===== src/rtl/transmissor_serial_8bits.sv =====
// Parallel-to-serial transmitter: takes a word on a ready/load handshake and
// sends start, data (LSB first), optional even parity and stop bits on tx.
module transmissor_serial_8bits #(
  parameter int WIDTH     = 8,
  parameter int BIT_TICKS = 4,
  parameter int PARITY_EN = 0
) (
  input  logic             clk,
  input  logic             clr,
  input  logic [WIDTH-1:0] D,
  input  logic             load,
  output logic             ready,
  output logic             tx,
  output logic             busy,
  output logic             done
);

  // Handshake: a rising clk edge with ready=1 and load=1 accepts D; ready is
  // high only in IDLE, and a load seen while busy is dropped, never queued.

  localparam int TW = (BIT_TICKS > 1) ? $clog2(BIT_TICKS) : 1;
  localparam int BW = (WIDTH > 1) ? $clog2(WIDTH) : 1;
  localparam logic [TW-1:0] TICK_LAST = TW'(BIT_TICKS - 1);
  localparam logic [BW-1:0] BIT_LAST  = BW'(WIDTH - 1);

  typedef enum logic [2:0] {
    IDLE   = 3'd0,
    START  = 3'd1,
    DATA   = 3'd2,
    PARITY = 3'd3,
    STOP   = 3'd4
  } state_t;

  state_t           state_q, state_n;
  logic [TW-1:0]    tick_q, tick_n;
  logic [BW-1:0]    bit_q, bit_n;
  logic [WIDTH-1:0] sh_q, sh_n;
  logic [WIDTH-1:0] sh_next_word;
  logic             par_q, par_n;
  logic             tx_q, tx_n;
  logic             done_q, done_n;
  logic             last_tick;

  always_ff @(posedge clk or posedge clr) begin
    if (clr) begin
      state_q <= IDLE;
      tick_q  <= '0;
      bit_q   <= '0;
      sh_q    <= '0;
      par_q   <= 1'b0;
      tx_q    <= 1'b1;
      done_q  <= 1'b0;
    end else begin
      state_q <= state_n;
      tick_q  <= tick_n;
      bit_q   <= bit_n;
      sh_q    <= sh_n;
      par_q   <= par_n;
      tx_q    <= tx_n;
      done_q  <= done_n;
    end
  end

  assign last_tick    = (tick_q == TICK_LAST);
  assign sh_next_word = sh_q >> 1;

  // tx is registered, so each branch computes the value tx carries during
  // the bit that starts on this edge.
  always_comb begin
    state_n = state_q;
    tick_n  = tick_q;
    bit_n   = bit_q;
    sh_n    = sh_q;
    par_n   = par_q;
    tx_n    = tx_q;
    done_n  = 1'b0;
    if (state_q != IDLE) begin
      tick_n = last_tick ? '0 : tick_q + TW'(1);
    end
    case (state_q)
      IDLE: begin
        tx_n = 1'b1;
        if (load) begin
          sh_n    = D;
          par_n   = ^D;
          tick_n  = '0;
          bit_n   = '0;
          tx_n    = 1'b0;
          state_n = START;
        end
      end
      START: begin
        if (last_tick) begin
          tx_n    = sh_q[0];
          state_n = DATA;
        end
      end
      DATA: begin
        if (last_tick) begin
          sh_n = sh_next_word;
          if (bit_q == BIT_LAST) begin
            bit_n = '0;
            if (PARITY_EN != 0) begin
              tx_n    = par_q;
              state_n = PARITY;
            end else begin
              tx_n    = 1'b1;
              state_n = STOP;
            end
          end else begin
            bit_n = bit_q + BW'(1);
            tx_n  = sh_next_word[0];
          end
        end
      end
      PARITY: begin
        if (last_tick) begin
          tx_n    = 1'b1;
          state_n = STOP;
        end
      end
      STOP: begin
        if (last_tick) begin
          tx_n    = 1'b1;
          done_n  = 1'b1;
          state_n = IDLE;
        end
      end
      default: begin
        tx_n    = 1'b1;
        state_n = IDLE;
      end
    endcase
  end

  assign ready = (state_q == IDLE);
  assign busy  = (state_q != IDLE);
  assign tx    = tx_q;
  assign done  = done_q;

endmodule


===== config.mk =====
export PLATFORM = sky130hd
export DESIGN_NAME = transmissor_serial_8bits
export DESIGN_NICKNAME = d
export VERILOG_FILES = /design/src/rtl/transmissor_serial_8bits.sv
export SDC_FILE = /design/constraint.sdc
export NUM_CORES = 1
export LEC_CHECK = 0
export BUFFER_PORTS_ARGS = -buffer_cell sky130_fd_sc_hd__buf_2
export CORE_ASPECT_RATIO = 1.5
export CORE_UTILIZATION = 35
export DETAILED_ROUTE_END_ITERATION = 12
export PLACE_DENSITY_LB_ADDON = 0.1
export SLEW_MARGIN = 30
export SYNTH_ARGS = -nofsm -noshare
export SYNTH_HDL_FRONTEND = slang
export SYNTH_SLANG_ARGS = --single-unit

===== constraint.sdc =====
create_clock -name clk -period 1.9 [get_ports clk]
set_input_delay 0.095 -clock clk [delete_from_list [all_inputs] [get_ports clk]]
set_output_delay 0.095 -clock clk [all_outputs]
set_load 0.05 [all_outputs]

# == Word level (Yosys, flattened, before mapping) ==
# Cells that the tools add are included.
# word_totals
ff_bits,18
input_bits,11
output_inout_bits,4
word_cells,54
# op_classes
addsub,2
n_eq_ne,13
mux,26
n_reduce_logical,7
# op_table
operator,count
2-to-1 mux 3 bit,9
2-to-1 mux 8 bit,2
case mux 8 bit (2 select lines),1
case mux 3 bit (5 select lines),1
"inequality test 2 bit, second input constant",6
2-to-1 mux 2 bit,4
2-to-1 mux 1 bit,7
"== test 3 x 2 -> 1 bit, second input constant",2
"== test 3 bit, second input constant",2
case mux 3 bit (2 select lines),1
AND reduction 3 bit,2
AND reduction 6 bit,1
case mux 1 bit (4 select lines),1
"adder 3 x 1 -> 3 bit, second input constant",1
"== test 3 x 1 -> 1 bit, second input constant",1
logical NOT 3 bit,1
nonzero test 3 bit,1
"adder 2 x 1 -> 2 bit, second input constant",1
"== test 2 bit, second input constant",1
"inequality test 2 x 1 -> 1 bit, second input constant",1
nonzero test 2 bit,1
OR reduction 2 bit,1

# == Longest topological paths before layout ==
# Gate-level depths: netlist of run 1.
# logic_depth
depth_word,5
ltp_mapped,7
depth_no_buf,5

# == Worst setup path after synthesis of run 1 ==
# No wires, ideal clock.
# synth_path
path_kind,reg-to-reg
from,reg state_q[0]
to,"reg tx_q, in the netlist tx"
setup_ps,81
arrival_ps,1890
t_required_ps,1819
setup_slack_ps,-71
stages_incl_launch_ff,5
n_path_buf,1
synth_period_minus_slack_ps,1971
cell_sequence,dfrtp_1 -> buf_2 -> nor3_2 -> inv_2 -> a32oi_1
# synth_via
word_cells_on_any_way,11
classes_between,eq/ne: 7; mux: 1; reduce/logical: 3
# synth_rtl
item,line_no,source
start: declaration,34,"state_t state_q, state_n;"
start signal: assignment,54,state_q <= state_n;
logical NOT 3 bit,n/a,
via ready,12,"output logic ready,"
case mux 1 bit (4 select lines),80,case (state_q)
end signal: assignment,59,tx_q <= tx_n;
end: declaration,40,"logic tx_q, tx_n;"
# The timed path passes the listed nets, and every way through them passes these cells.
# A chain may end at the register's enable or synchronous reset.

# == Worst setup path in the final report of run 1 ==
# layout_path
from,reg state_q[0]
to,out ready
# layout_via
elab_chain_len,1
# layout_lines
item,line_no,source
logical NOT 3 bit,136,assign ready = (state_q == IDLE);
end: declaration,12,
# Every way passes these cells.

==> report_table.html, run 1 <==
<table>
<tr><th>Metric</th><th>Value</th></tr>
<tr><th colspan="2">Critical path</th></tr>
<tr><td>Kind of end point of the critical path</td><td>primary output</td></tr>
<tr><td>Slowest stage cell, crit path</td><td>sky130_fd_sc_hd__dfrtp_1</td></tr>
<tr><td>Kind of critical path</td><td>flip-flop to primary output</td></tr>
<tr><td>Slowest cell delay on critical path</td><td>0.54 ns</td></tr>
<tr><td>Reg2Reg Depth</td><td>4</td></tr>
<tr><td>Chain of cells forming the critical path</td><td>nor3_4 &gt; buf_2</td></tr>
<tr><td>Worst path required time</td><td>1.80 ns</td></tr>
<tr><td>Type of element launching the critical path</td><td>flip-flop</td></tr>
<tr><td>Peak fanout along the critical path</td><td>11</td></tr>
<tr><td>Data arrival time of the critical path</td><td>1.46 ns</td></tr>
<tr><th colspan="2">Cells and area</th></tr>
<tr><td>Fraction of final layout cells sized beyond drive strength 1</td><td>0.241</td></tr>
<tr><td>Final nets</td><td>approximately 120</td></tr>
<tr><td>Utilization after layout</td><td>0.426</td></tr>
<tr><td>Leading cell type in the layout, fill and taps excluded</td><td>sky130_fd_sc_hd__nand2_1</td></tr>
<tr><td>Sequential cell area</td><td>between 400 and 500 um2</td></tr>
<tr><td>Leading cell types in the layout, fill and taps excluded</td><td>19 x sky130_fd_sc_hd__nand2_1, 17 x sky130_fd_sc_hd__dfrtp_1, 14 x sky130_fd_sc_hd__buf_2, 12 x sky130_fd_sc_hd__o21ai_1, 7 x sky130_fd_sc_hd__mux2i_1</td></tr>
<tr><td>Multi-input gate area in the final layout</td><td>roughly 410 um2</td></tr>
<tr><td>Filler cells</td><td>267</td></tr>
<tr><td>Layout overhead on the synthesized area</td><td>15.2%</td></tr>
<tr><td>Antenna cell count</td><td>0</td></tr>
<tr><th colspan="2">Detailed routing</th></tr>
<tr><td>Total wire length after detailed routing</td><td>about 1600 um</td></tr>
<tr><td>1st-pass router iterations</td><td>4</td></tr>
<tr><td>Detailed-route wire length per cell</td><td>12.4 um</td></tr>
<tr><td>Vias/cell</td><td>5.31</td></tr>
<tr><td>Via count of the routed design</td><td>701</td></tr>
<tr><td>Remaining number of nets flagged by the antenna check after routing</td><td>0</td></tr>
<tr><td>Initial DRC Count</td><td>12</td></tr>
<tr><td>Number of remaining DRC errors</td><td>0</td></tr>
<tr><th colspan="2">Floorplanning</th></tr>
<tr><td>Initial standard-cell utilization of the core</td><td>0.370</td></tr>
<tr><td>Core region area</td><td>2420 um2</td></tr>
<tr><td># IOs</td><td>15</td></tr>
<tr><td>Rows</td><td>22</td></tr>
<tr><td>Die Ht</td><td>64.0 um</td></tr>
<tr><td>Full die area</td><td>roughly 2800 um2</td></tr>
<tr><td>Die width</td><td>43.3 um</td></tr>
<tr><th colspan="2">GRT</th></tr>
<tr><td>Pin count of the biggest net entering global routing</td><td>23</td></tr>
<tr><td>Leftover overflow at the end of global routing</td><td>0</td></tr>
<tr><td>Most used routing layer</td><td>met2</td></tr>
<tr><td>Global Route met2 Usage</td><td>0.244</td></tr>
<tr><td>Overall global routing resource usage</td><td>0.139</td></tr>
<tr><td>Antenna violations before repair</td><td>0</td></tr>
<tr><td>Via count of the first global-routing pass</td><td>756</td></tr>
<tr><td>Wire length of the first global-routing pass</td><td>3020 um</td></tr>
<tr><td>Met1 capacity usage during global routing</td><td>0.154</td></tr>
<tr><td>Met3 usage in global routing</td><td>0.0254</td></tr>
<tr><th colspan="2">Timing</th></tr>
<tr><td>Period Utilization, post-route</td><td>0.820</td></tr>
<tr><td>Total negative slack</td><td>0 ns</td></tr>
<tr><td>Fmax</td><td>642 MHz</td></tr>
<tr><td>Minimum period implied by the final worst setup slack</td><td>1.56 ns</td></tr>
<tr><td>Slew @ Worst Pin</td><td>0.681 ns</td></tr>
<tr><td>Final Max Tran Viols</td><td>0</td></tr>
<tr><td>Unrepaired setup endpoints after global routing</td><td>false</td></tr>
<tr><td>Final hold violation count</td><td>0</td></tr>
<tr><td>Clock Skews</td><td>0.0157 ns</td></tr>
<tr><td>Final setup violation count</td><td>0</td></tr>
<tr><td>Slew HR</td><td>0.546</td></tr>
<tr><th colspan="2">Synthesis</th></tr>
<tr><td>Area of the mapped netlist</td><td>896 um2</td></tr>
<tr><td>Warnings, synthesis</td><td>0</td></tr>
<tr><td>Post-synthesis sequential area ratio</td><td>0.504</td></tr>
<tr><td>Proportion of netlist area held by the largest area contributor</td><td>0.475</td></tr>
<tr><td>Number of standard cells after synthesis</td><td>just over 90</td></tr>
<tr><td>Number of different library cells in the post-synthesis netlist</td><td>26</td></tr>
<tr><td>Largest cells by area after synthesis</td><td>sky130_fd_sc_hd__dfrtp_1 47%, sky130_fd_sc_hd__nand2_1 8.0%, sky130_fd_sc_hd__mux2i_1 7.8%, sky130_fd_sc_hd__o21ai_1 6.7%, sky130_fd_sc_hd__ha_1 4.2%</td></tr>
<tr><td>Total nets after synthesis</td><td>107</td></tr>
<tr><td>Largest area contributor in the netlist</td><td>sky130_fd_sc_hd__dfrtp_1</td></tr>
<tr><td>Syn avg cell area</td><td>between 9 and 10 um2</td></tr>
<tr><td>Yosys reg bits</td><td>18</td></tr>
<tr><th colspan="2">Clock network</th></tr>
<tr><td>Clock Tree Root</td><td>sky130_fd_sc_hd__clkbuf_4</td></tr>
<tr><td>Num Clock Sinks</td><td>18</td></tr>
<tr><td>Total number of H-tree levels</td><td>1</td></tr>
<tr><td>Post-CTS setup buffer count</td><td>0</td></tr>
<tr><td>Inserted Clock Buffers</td><td>3</td></tr>
<tr><td>TritonCTS clock tree</td><td>yes</td></tr>
<tr><td>Resize count post-CTS</td><td>0</td></tr>
<tr><td>Clock slew at the register clock pins of the worst setup and hold paths</td><td>0.11 ns</td></tr>
<tr><td>Maximum clock path buffer count</td><td>2</td></tr>
<tr><td>Later-pin clock latency in the skew report</td><td>0.30 ns</td></tr>
<tr><th colspan="2">Power and ir drop</th></tr>
<tr><td>Power density of the placed cells</td><td>1600 nW/um2</td></tr>
<tr><td>Total design power</td><td>approximately 1.6 mW</td></tr>
<tr><td>Peak ir drop on the vdd network</td><td>0.614 mV</td></tr>
<tr><td>LEAKAGE</td><td>0.483 nW</td></tr>
<tr><th colspan="2">Placement</th></tr>
<tr><td>IO buf count</td><td>14</td></tr>
<tr><td>RD Place Congestion</td><td>0.725</td></tr>
<tr><td>HPWL after detailed placement</td><td>around 1200 um</td></tr>
<tr><th colspan="2">Min path</th></tr>
<tr><td>Worst min path class</td><td>primary input to flip-flop</td></tr>
<tr><td>Cell depth of the worst hold path</td><td>3</td></tr>
<tr><th colspan="2">Job</th></tr>
<tr><td>Max-Cap Viols</td><td>0</td></tr>
<tr><th colspan="2">Outcome</th></tr>
<tr><td>Status</td><td>finished clean</td></tr>
</table>
## final cells by class
class,count,share of cell area
clock buffer,4,0.0352
inverter,3,0.0109
multi-input combinational,66,0.395
sequential,18,0.438
tap,24,0.0291
timing repair buffer,17,0.0921
## cells by family (layout without fill, tap and decap cells)
family          after synthesis  count (layout)  synth area share
compound gates               20              20             0.131
fa+ha+maj                     3               3            0.0419
buf+inv                       9              24            0.0475
flops                        18              18             0.504
mux                           8               8            0.0908
simple gates                 35              35             0.184
## per-stage QoR
stage	cells	hold slack [ns]	cell area (um2)	setup WS, ns
floorplan	93	0.0328	902	0.241
global placement	127	0.239	986	0.364
detailed placement	127	0.245	986	0.345
CTS	132	0.0221	1030	0.330
global route	132	0.0280	1030	0.180
finish	132	0.0218	1030	0.342
## critical path, delay by kind of cell, from the launching register on
| family | cells | cell delay, ns |
|---|---|---|
| buf+inv | 1 | 0.31 |
| flops | 1 | 0.54 |
| simple gates | 1 | 0.31 |
## registers in the layout, summed over array words and instances, names as in the netlist
signal	flops
sh_q	8
bit_q	3
state_q	3
tick_q	2
done	1
tx	1
## worst paths after layout
path                                             start                  end  slack [ns]
worst min register to register     sh_q[0]$_DFFE_PP0P_  sh_q[0]$_DFFE_PP0P_        0.49
worst max register to register  state_q[1]$_DFFE_PP0P_  sh_q[1]$_DFFE_PP0P_        0.35
max in group asynchronous                          clr  sh_q[0]$_DFFE_PP0P_        1.03
worst min-delay path                              D[7]  sh_q[7]$_DFFE_PP0P_        0.02
worst max-delay path            state_q[0]$_DFFE_PP0P_                ready        0.34
min in group asynchronous                          clr  sh_q[7]$_DFFE_PP0P_        0.43
## where the power goes
group / total, mW / internal (mW) / switching, mW / leakage (nW)
clock: 0.240 / 0.117 / 0.123 / 0.0210
combinational: 0.711 / 0.277 / 0.435 / 0.235
sequential: 0.697 / 0.547 / 0.149 / 0.227
total: 1.65 / 0.941 / 0.707 / 0.483
## synthesized netlist by cell type
| library cell | instances |
|---|---|
| sky130_fd_sc_hd__a211o_1 | 1 |
| sky130_fd_sc_hd__a21oi_1 | 1 |
| sky130_fd_sc_hd__a32oi_1 | 1 |
| sky130_fd_sc_hd__and3_1 | 1 |
| sky130_fd_sc_hd__buf_2 | 4 |
| sky130_fd_sc_hd__buf_4 | 1 |
| sky130_fd_sc_hd__clkbuf_1 | 1 |
| sky130_fd_sc_hd__dfrtp_1 | 17 |
| sky130_fd_sc_hd__dfstp_2 | 1 |
| sky130_fd_sc_hd__ha_1 | 3 |
| sky130_fd_sc_hd__inv_1 | 1 |
| sky130_fd_sc_hd__inv_2 | 2 |
| sky130_fd_sc_hd__mux2_2 | 1 |
| sky130_fd_sc_hd__mux2i_1 | 7 |
| sky130_fd_sc_hd__nand2_1 | 19 |
| sky130_fd_sc_hd__nand2b_1 | 2 |
| sky130_fd_sc_hd__nand3_1 | 1 |
| sky130_fd_sc_hd__nand3b_1 | 2 |
| sky130_fd_sc_hd__nor2_1 | 6 |
| sky130_fd_sc_hd__nor2b_1 | 2 |
| sky130_fd_sc_hd__nor3_2 | 2 |
| sky130_fd_sc_hd__o21ai_0 | 2 |
| sky130_fd_sc_hd__o21ai_1 | 12 |
| sky130_fd_sc_hd__o31ai_1 | 1 |
| sky130_fd_sc_hd__o32ai_1 | 1 |
| sky130_fd_sc_hd__o41ai_1 | 1 |
## routing by layer
layer / vias to the layer above / wire (um) / part of all wire
li1: 347 / - / -
met5: - / 0 / 0
met4: 0 / 28 / 0.017
met2: 19 / 843 / 0.51
met1: 331 / 691 / 0.42
met3: 4 / 73 / 0.045
## timing repair
item | CTS | global route
endpoints found under the hold margin | 17 | 0
hold buffers | 1 | 0
setup endpoints to repair | 0 | 0
Power figures use the tool's default switching activity.
==> run 2, diff against run 1 <==
- clock period: 1.9 -> 1.6 ns (I/O delays scaled with it)
==> report_table.html, run 2 (same netlist as run 1, synthesis figures left out) <==
<table>
<tr><th>Metric</th><th>Value</th></tr>
<tr><th colspan="2">Clock network</th></tr>
<tr><td>Inserted Clock Buffers</td><td>3 (unchanged)</td></tr>
<tr><td>Num Clock Sinks</td><td>18 (unchanged)</td></tr>
<tr><td>Clock Tree Root</td><td>sky130_fd_sc_hd__clkbuf_4</td></tr>
<tr><td>Later-pin clock latency in the skew report</td><td>0.30 ns (about the same)</td></tr>
<tr><td>Maximum clock path buffer count</td><td>2 (unchanged)</td></tr>
<tr><td>Total number of H-tree levels</td><td>1 (unchanged)</td></tr>
<tr><td>Clock slew at the register clock pins of the worst setup and hold paths</td><td>0.11 ns (about the same)</td></tr>
<tr><td>Post-CTS setup buffer count</td><td>0 (unchanged)</td></tr>
<tr><td>TritonCTS clock tree</td><td>yes</td></tr>
<tr><th colspan="2">Floorplanning</th></tr>
<tr><td>Die Ht</td><td>64.0 um (unchanged)</td></tr>
<tr><td>Initial standard-cell utilization of the core</td><td>0.370 (unchanged)</td></tr>
<tr><td>Die width</td><td>43.3 um (unchanged)</td></tr>
<tr><td>Core region area</td><td>2420 um2 (unchanged)</td></tr>
<tr><td>Rows</td><td>22 (unchanged)</td></tr>
<tr><td>Full die area</td><td>2770 um2 (unchanged)</td></tr>
<tr><td># IOs</td><td>15 (unchanged)</td></tr>
<tr><th colspan="2">Cells and area</th></tr>
<tr><td>Final nets</td><td>123 (unchanged)</td></tr>
<tr><td>Fraction of final layout cells sized beyond drive strength 1</td><td>0.259 (+0.0185)</td></tr>
<tr><td>Biggest register</td><td>sh_q</td></tr>
<tr><td>Filler cells</td><td>252 (-5.6%)</td></tr>
<tr><td>Leading cell type in the layout, fill and taps excluded</td><td>sky130_fd_sc_hd__nand2_1</td></tr>
<tr><td>Leading cell types in the layout, fill and taps excluded</td><td>19 x sky130_fd_sc_hd__nand2_1, 16 x sky130_fd_sc_hd__dfrtp_1, 13 x sky130_fd_sc_hd__buf_2, 12 x sky130_fd_sc_hd__o21ai_1, 7 x sky130_fd_sc_hd__mux2i_1</td></tr>
<tr><td>Registers with the most flip-flops</td><td>sh_q x8, bit_q x3, state_q x3</td></tr>
<tr><td>Number of flip-flops under the largest register name</td><td>8 (unchanged)</td></tr>
<tr><td>Antenna cell count</td><td>0 (unchanged)</td></tr>
<tr><td>Layout overhead on the synthesized area</td><td>16.1%</td></tr>
<tr><th colspan="2">GRT</th></tr>
<tr><td>Met1 capacity usage during global routing</td><td>0.170 (+0.0160)</td></tr>
<tr><td>Antenna violations before repair</td><td>0 (unchanged)</td></tr>
<tr><td>Global Route met2 Usage</td><td>0.215 (-0.0299)</td></tr>
<tr><td>Overall global routing resource usage</td><td>0.135 (-0.00465)</td></tr>
<tr><td>Via count of the first global-routing pass</td><td>658 (-13%)</td></tr>
<tr><td>Wire length of the first global-routing pass</td><td>2840 um (-6.0%)</td></tr>
<tr><td>Leftover overflow at the end of global routing</td><td>0 (unchanged)</td></tr>
<tr><td>Most used routing layer</td><td>met2</td></tr>
<tr><td>Pin count of the biggest net entering global routing</td><td>23 (unchanged)</td></tr>
<tr><td>Met3 usage in global routing</td><td>0.0169 (-0.00847)</td></tr>
<tr><th colspan="2">Outcome</th></tr>
<tr><td>Status</td><td>finished clean</td></tr>
<tr><th colspan="2">Detailed routing</th></tr>
<tr><td>Detailed-route wire length per cell</td><td>11.9 um (-4.2%)</td></tr>
<tr><td>Via count of the routed design</td><td>691 (-1.4%)</td></tr>
<tr><td>Initial DRC Count</td><td>20 (+8)</td></tr>
<tr><td>Number of remaining DRC errors</td><td>0 (unchanged)</td></tr>
<tr><td>Total wire length after detailed routing</td><td>1570 um (-4.2%)</td></tr>
<tr><td>Vias/cell</td><td>5.23 (-1.4%)</td></tr>
<tr><td>1st-pass router iterations</td><td>3 (-1)</td></tr>
<tr><td>Remaining number of nets flagged by the antenna check after routing</td><td>0 (unchanged)</td></tr>
<tr><th colspan="2">Job</th></tr>
<tr><td>Max-Cap Viols</td><td>0 (unchanged)</td></tr>
<tr><th colspan="2">Placement</th></tr>
<tr><td>HPWL after detailed placement</td><td>1130 um (-4.7%)</td></tr>
<tr><td>IO buf count</td><td>14 (unchanged)</td></tr>
<tr><td>RD Place Congestion</td><td>0.769 (+6.1%)</td></tr>
<tr><td>Worst setup slack after placement</td><td>0.0635 ns (-0.282 ns)</td></tr>
<tr><th colspan="2">Critical path</th></tr>
<tr><td>Slowest stage cell, crit path</td><td>sky130_fd_sc_hd__dfrtp_2</td></tr>
<tr><td>Slowest cell delay on critical path</td><td>0.50 ns (-0.04 ns)</td></tr>
<tr><td>Peak fanout along the critical path</td><td>10 (-1)</td></tr>
<tr><td>Worst path required time</td><td>1.52 ns (-0.28 ns)</td></tr>
<tr><td>Reg-to-reg critical path endpoint</td><td>sh_q[4]$_DFFE_PP0P_</td></tr>
<tr><td>Kind of end point of the critical path</td><td>primary output</td></tr>
<tr><td>Reg-to-Reg Start</td><td>state_q[1]$_DFFE_PP0P_</td></tr>
<tr><td>Chain of cells forming the critical path</td><td>nor3_4 &gt; inv_4 &gt; buf_2</td></tr>
<tr><td>Reg2Reg Depth</td><td>5 (+1)</td></tr>
<tr><td>Register-to-register path setup slack</td><td>0.17 ns (-0.18 ns)</td></tr>
<tr><td>Data arrival time of the critical path</td><td>1.40 ns (-0.06 ns)</td></tr>
<tr><td>Type of element launching the critical path</td><td>flip-flop</td></tr>
<tr><td>Family of cells with the greatest summed delay on the critical path</td><td>flip-flops</td></tr>
<tr><td>Kind of critical path</td><td>flip-flop to primary output</td></tr>
<tr><td>Number of buffer and inverter stages on the critical path</td><td>2 (+1)</td></tr>
<tr><th colspan="2">Power and ir drop</th></tr>
<tr><td>LEAKAGE</td><td>0.482 nW (-0.24%)</td></tr>
<tr><td>Power density of the placed cells</td><td>1890 nW/um2 (+18%)</td></tr>
<tr><td>Peak ir drop on the vdd network</td><td>0.752 mV (+22%)</td></tr>
<tr><th colspan="2">Timing</th></tr>
<tr><td>Final Max Tran Viols</td><td>0 (unchanged)</td></tr>
<tr><td>Slew HR</td><td>0.528 (-0.0177)</td></tr>
<tr><td>Final setup violation count</td><td>0 (unchanged)</td></tr>
<tr><td>Slew @ Worst Pin</td><td>0.707 ns (+0.0265 ns)</td></tr>
<tr><td>Clock Skews</td><td>0.0115 ns (-0.00412 ns)</td></tr>
<tr><td>Unrepaired setup endpoints after global routing</td><td>false</td></tr>
<tr><td>Setup slack after layout</td><td>0.118 ns (-0.224 ns)</td></tr>
<tr><td>Minimum period implied by the final worst setup slack</td><td>1.48 ns</td></tr>
<tr><td>Final hold violation count</td><td>0 (unchanged)</td></tr>
<tr><td>Fmax</td><td>675 MHz</td></tr>
<tr><td>Period Utilization, post-route</td><td>0.926</td></tr>
<tr><td>Total negative slack</td><td>0 ns (unchanged)</td></tr>
<tr><th colspan="2">Min path</th></tr>
<tr><td>Cell depth of the worst hold path</td><td>3 (unchanged)</td></tr>
<tr><td>Worst min path class</td><td>primary input to flip-flop</td></tr>
<tr><td>Endpoint of the worst hold path</td><td>sh_q[7]$_DFFE_PP0P_</td></tr>
<tr><td>Worst Min Path Start</td><td>D[7]</td></tr>
</table>
[run 2: cell type report]
| cell class | count | area [um2] | area share |
|---|---|---|---|
| repair buffers | 17 | 97.6 | 0.0939 |
| flip-flops and latches | 18 | 453 | 0.436 |
| inverters | 3 | 13.8 | 0.0132 |
| well taps | 24 | 30.0 | 0.0289 |
| clock buffers | 4 | 36.3 | 0.0349 |
| multi-input cells | 66 | 409 | 0.394 |
[run 2: routing by layer]
metal  vias up  part of all wire
met5         -                 0
met4         0             0.022
met3         4             0.034
met2        17              0.49
met1       322              0.45
li1        348                 -
[run 2: worst reg2reg max path, stage by stage, from the launching register on]
cell,delay (ns)
sky130_fd_sc_hd__dfrtp_1,0.50
sky130_fd_sc_hd__inv_2,0.11
sky130_fd_sc_hd__nor3_2,0.17
sky130_fd_sc_hd__buf_4,0.22
sky130_fd_sc_hd__mux2i_1,0.22
sky130_fd_sc_hd__o21ai_1,0.07
[run 2: through the flow]
step            util  instances  power (mW)  hold slack (ns)  cell area [um2]
2_1_floorplan      -         93        1.55           0.0178              912
3_3_place_gp   0.408        127        1.68            0.227              988
3_5_place_dp   0.408        127        1.70            0.231              988
4_1_cts        0.428        132        1.99          0.00942             1040
5_1_grt        0.429        132        2.15           0.0134             1040
6_report       0.429        132        1.96           0.0160             1040
[run 2: repair_timing]
action	4_1_cts	5_1_grt
resized for setup	1	2
hold buffers	1	0
pin swaps	0	1
endpoints found under the setup margin	1	13
endpoints found under the hold margin	17	0
[run 2: report_power, final]
part           total, mW  switching, mW  internal, mW
clock network      0.281          0.142         0.139
logic              0.851          0.514         0.337
registers          0.829          0.178         0.651
[run 2: worst max path at each step]
stage / startpoint / endpoint / slack [ns] / cells after the start
finish: state_q[2]$_DFFE_PP0P_ / busy / 0.12 / 3
global placement: tick_q[0]$_DFF_PP0_ / sh_q[6]$_DFFE_PP0P_ / 0.07 / 5
detailed placement: tick_q[0]$_DFF_PP0_ / bit_q[2]$_DFFE_PP0P_ / 0.06 / 5
global route: state_q[0]$_DFFE_PP0P_ / busy / 0.04 / 3
floorplan: state_q[0]$_DFFE_PP0P_ / tx$_DFFE_PP1P_ / 0.004 / 4
CTS: state_q[0]$_DFFE_PP0P_ / busy / 0.04 / 3
